$ cat config.mk
export PLATFORM = sky130hd
export DESIGN_NAME = sel_pipe_mux
export DESIGN_NICKNAME = d
export VERILOG_FILES = /design/src/rtl/sel_pipe_mux.sv
export SDC_FILE = /design/constraint.sdc
export NUM_CORES = 1
export LEC_CHECK = 0
export ABC_AREA = 1
export BUFFER_PORTS_ARGS = -buffer_cell sky130_fd_sc_hd__buf_4
export CAP_MARGIN = 20
export CORE_AREA = 3 3 121 123
export CTS_CLUSTER_SIZE = 25
export DETAILED_ROUTE_END_ITERATION = 7
export DIE_AREA = 0 0 124 126
export HOLD_SLACK_MARGIN = 0.06
export PLACE_DENSITY = 0.75
export RECOVER_POWER = 25
export SLEW_MARGIN = 20
export SYNTH_ARGS = -nofsm -noshare
export SYNTH_HDL_FRONTEND = slang
export SYNTH_SLANG_ARGS = --single-unit
$ cat constraint.sdc
create_clock -name clk -period 3.2 [get_ports clk]
set_clock_uncertainty 0.2 [all_clocks]
set_input_delay 0.32 -clock clk [delete_from_list [all_inputs] [get_ports clk]]
set_output_delay 0.32 -clock clk [all_outputs]
set_load 0.005 [all_outputs]
$ cat src/rtl/sel_pipe_mux.sv
// rtl/sel_pipe_mux.sv - registered N:1 channel selector with fixed and round-robin arbitration
module sel_pipe_mux #(
    parameter int WIDTH = 32,
    parameter int N     = 8,
    parameter int SELW  = $clog2(N)
) (
    input  logic                 clk,
    input  logic                 rst,
    input  logic                 mode,
    input  logic [SELW-1:0]      sel,
    input  logic [N-1:0]         in_valid,
    input  logic [N*WIDTH-1:0]   in_data,
    output logic [N-1:0]         in_ready,
    output logic                 out_valid,
    input  logic                 out_ready,
    output logic [WIDTH-1:0]     out_data,
    output logic [SELW-1:0]      out_ch
);

    logic [SELW-1:0]  ptr;
    logic [SELW-1:0]  g;
    logic             grant;
    logic             can_accept;
    logic             xfer;
    logic [WIDTH-1:0] sel_data;

    // The output register can take new data when empty or when it drains this cycle
    always_comb begin
        can_accept = !out_valid || out_ready;
        xfer       = grant && can_accept && !rst;
    end

    // Grant selection: fixed channel, or first valid channel at or after ptr, wrapping to 0
    always_comb begin
        grant = 1'b0;
        g     = '0;
        if (mode) begin
            for (int i = 0; i < N; i++) begin
                if (!grant && in_valid[i] && (SELW'(i) >= ptr)) begin
                    grant = 1'b1;
                    g     = SELW'(i);
                end
            end
            for (int i = 0; i < N; i++) begin
                if (!grant && in_valid[i]) begin
                    grant = 1'b1;
                    g     = SELW'(i);
                end
            end
        end else begin
            // sel values >= N match no channel, so they never grant
            for (int i = 0; i < N; i++) begin
                if ((sel == SELW'(i)) && in_valid[i]) begin
                    grant = 1'b1;
                    g     = SELW'(i);
                end
            end
        end
    end

    // One-hot ready to the granted channel and the matching data word
    always_comb begin
        in_ready = '0;
        sel_data = '0;
        for (int i = 0; i < N; i++) begin
            if (g == SELW'(i)) begin
                in_ready[i] = xfer;
                sel_data    = in_data[i*WIDTH +: WIDTH];
            end
        end
    end

    // Output register, round-robin pointer update and drain
    always_ff @(posedge clk) begin
        if (rst) begin
            out_valid <= 1'b0;
            out_data  <= '0;
            out_ch    <= '0;
            ptr       <= '0;
        end else begin
            if (xfer) begin
                out_valid <= 1'b1;
                out_data  <= sel_data;
                out_ch    <= g;
                if (mode) begin
                    ptr <= (g == SELW'(N-1)) ? '0 : g + SELW'(1);
                end
            end else if (out_ready) begin
                out_valid <= 1'b0;
            end
        end
    end

endmodule

==> flow_summary.ini <==
[run_status]
status = finished, violations left
failed_checks = negative setup slack

[synthesis]
synth_edf_count = 0
synth_commonest_cells = 321 x nand2_1, 173 x inv_1, 136 x nand3_1, 73 x nor2_1, 42 x o21ai_0
ys_async_sr_fraction_pct = 0
synth_cell_types = 35
yosysSeqAreaShare_pct = 14.9
synth_most_common_cell = nand2_1
netlist.area_leader.share_pct = 22.9
synth.area.top_cells = nand2_1 23%, dfxtp_1 15%, nand3_1 13%, inv_1 12%, nor2_1 5.2%
synth_seq_cells = 39
yosys_warnings = 0
avgSynthCellArea_sq_um = 5.06
yosysTopAreaCell = nand2_1
syn-num-nets = 1315
synth_area_sq_mm = 0.00525
yosys_most_used_dff = dfxtp_1
synth_cells = 1038

[cells_and_area]
layout-drive-gt1-share_pct = 40.7
multi_input_area_sq_mm = 0.00391
utilization_pct = 69.5
antenna_cells = 0
fillers = 1286
regArea_sq_um = 792
final_cells = 1587
fin_nets = 1683
area_growth_pct = 82.3

[grt]
grt_max_degree = 41
track_usage_pct = 31.2
grt.overflow.total = 0
grt_pass1_wl_um = 38500
first_global_vias = 7387
antenna_found_initial = 0

[sta]
final_hold_viol_count = 0
setup_viol = 40
max-slew-margin-rel_pct = 63.9
rsz0062_at_grt = yes
layout_setup_ws_ps = -144
slew_viol_final = 0
worst_slew_pin_slew_ps = 541
timing.fmax_ghz = 0.299
fin_crit_sh_pct = 105
fin_crit_ps = 3340
fin_tns_setup_ps = -3090

[critical_path]
rr_endpoint = out_data[0]$_SDFFE_PP0P_
crit_required_ps = 3170
crit_path_end_kind = register
cp_cell_sequence = nand2_2, nand3_2, nand4_4, buf_6, nor3_2, nor4b_2, o211ai_1, o21ai_1, nand2_2, buf_6, ha_4, buf_8, buf_6, buf_8, nand3_1, nand3_1, nand2_1, nand2_1, nand2_1, nand2_1, a21oi_1, nor2_1
cpMostUsedCell = nand2_1
crit_type = reg -> reg
path_max_fanout = 8
arrival_ps = 3310
crit_slowest_cell = dfxtp_4
worstReg2RegStart = ptr[2]$_SDFFE_PP0P_
r2r_cells = 22
worstSetupStartpointType = register
reg2reg_slack_ps = -140
worst_path_largest_cell_delay_ps = 390

[clock_network]
worstSkewPairLatency_ps = 290
htree_levels = 2
cts.sinks = 39
numCtsBuffers = 5
cts_tree = built
ctsLongestPathBuffers = 2
cts-root-buf = clkbuf_16
clk_pin_slew_ps = 70

[die]
design.die.area_sq_mm = 0.0156
die_h_um = 126
rows = 43
ios = 315
core_sq_mm = 0.0138
die_width_um = 124
initial_core_util_pct = 38.1

[power_and_ir_drop]
powerDensity_mw_per_mm2 = 305
leakage_nw = 5.36
vdd_drop_max_mv = 0.221

[routing]
viasPerCell = 5.13
ant_nets = 0
drc = 0
drt_iter0_markers = 722
wire_per_inst_um = 16.8
routed_wl_um = 26600
via_count = 8145
firstDrtPassIters = 5

[place]
place_inst = 1526
dp_hpwl_um = 19200
numPortBuffers = 314
place_congestion = 0.996

[flow_run]
maxCapViolations = 0

[worst_hold_path]
min-delay-start = out_ready
worstHoldEndpoint = out_valid$_SDFFE_PP0P_
hold_path.class = in -> reg
whs_path_depth = 4
## per-stage QoR
| stage | total power, mW | hold WS, ps | cell area [sq um] | worst slack, ps |
|---|---|---|---|---|
| finish | 2.92 | 131 | 9580 | -144 |
| global route | 3.11 | 156 | 9580 | -369 |
| CTS | 2.80 | 129 | 9200 | -71.3 |
| detailed placement | 2.05 | 261 | 8170 | -219 |
| global placement | 2.04 | 255 | 8170 | -176 |
| floorplan | 1.37 | 261 | 5310 | 0.0644 |
## registers in the layout, summed over array words and instances (netlist names)
| name | count |
|---|---|
| out_data | 32 |
| ptr | 3 |
| out_ch | 3 |
| out_valid | 1 |
## worst max-delay path by stage
stage,endpoint,cells past startpoint,from
2_1_floorplan,out_data[11]$_SDFFE_PP0P_,27,ptr[2]$_SDFFE_PP0P_
5_1_grt,out_data[21]$_SDFFE_PP0P_,26,ptr[0]$_SDFFE_PP0P_
4_1_cts,out_data[20]$_SDFFE_PP0P_,24,ptr[2]$_SDFFE_PP0P_
3_3_place_gp,out_data[28]$_SDFFE_PP0P_,23,in_valid[2]
3_5_place_dp,out_data[8]$_SDFFE_PP0P_,24,ptr[2]$_SDFFE_PP0P_
6_report,out_data[0]$_SDFFE_PP0P_,22,ptr[2]$_SDFFE_PP0P_
## cell type report
| type | instances | share of cell area (%) |
|---|---|---|
| multi-input cells | 731 | 40.8 |
| repair buffers | 433 | 39.1 |
| flip-flops and latches | 39 | 8.27 |
| inverters | 196 | 7.92 |
| well taps | 180 | 2.35 |
| clock buffers | 5 | 1.31 |
| clock inverters | 3 | 0.209 |
## logic make-up after synthesis
group                      share of synthesized area [%]
adders and majority gates                           1.43
buffers and inverters                               20.4
DFF                                                 14.9
AOI/OAI and AO/OA                                   17.2
and+or+nand+nor                                     46.1
## placed cells by master, fill, tap and decap left out, types with 6 or more instances in the layout
cell	instances
buf_12	15
o21a_1	7
buf_4	374
o21ai_1	42
nor2_4	11
a21oi_2	15
inv_1	167
a21oi_1	22
dfxtp_1	36
nand2_2	26
ha_4	6
o21ai_2	10
o21ai_0	31
nand4_1	18
nand2_4	7
nand2_1	292
clkbuf_16	6
buf_6	20
nor3_1	7
a22o_1	18
nand3_2	18
nand3_1	117
clkbuf_4	8
inv_2	18
nor2_1	62
## critical path: cells and delay by family, from the launching register on
kind | cells | cell delay [ps]
adder cells (fa/ha/maj) | 1 | 190
AO/OA/AOI/OAI | 3 | 440
buffers and inverters | 5 | 660
flip-flops | 1 | 390
AND/OR/NAND/NOR | 13 | 1310
## routing by layer
metal,track usage (%),share of wire (%),vias to the layer above
met5,0,0,-
met3,4.18,9.3,91
met1,42.0,40,3640
li1,-,-,3975
met4,12.8,4.3,0
met2,49.9,47,439
## power by group
group          internal, mW  switching (mW)
combinational         0.883           0.945
clock                 0.288           0.232
sequential            0.536          0.0392
## repair_timing
action | 4_1_cts | 5_1_grt
hold buffers | 0 | 0
cloned | 7 | 1
setup buffers | 32 | 14
resized for setup | 111 | 72
pin swaps | 61 | 36
endpoints found under the setup margin | 40 | 44
Note: power is estimated with default switching activity, not from simulation.
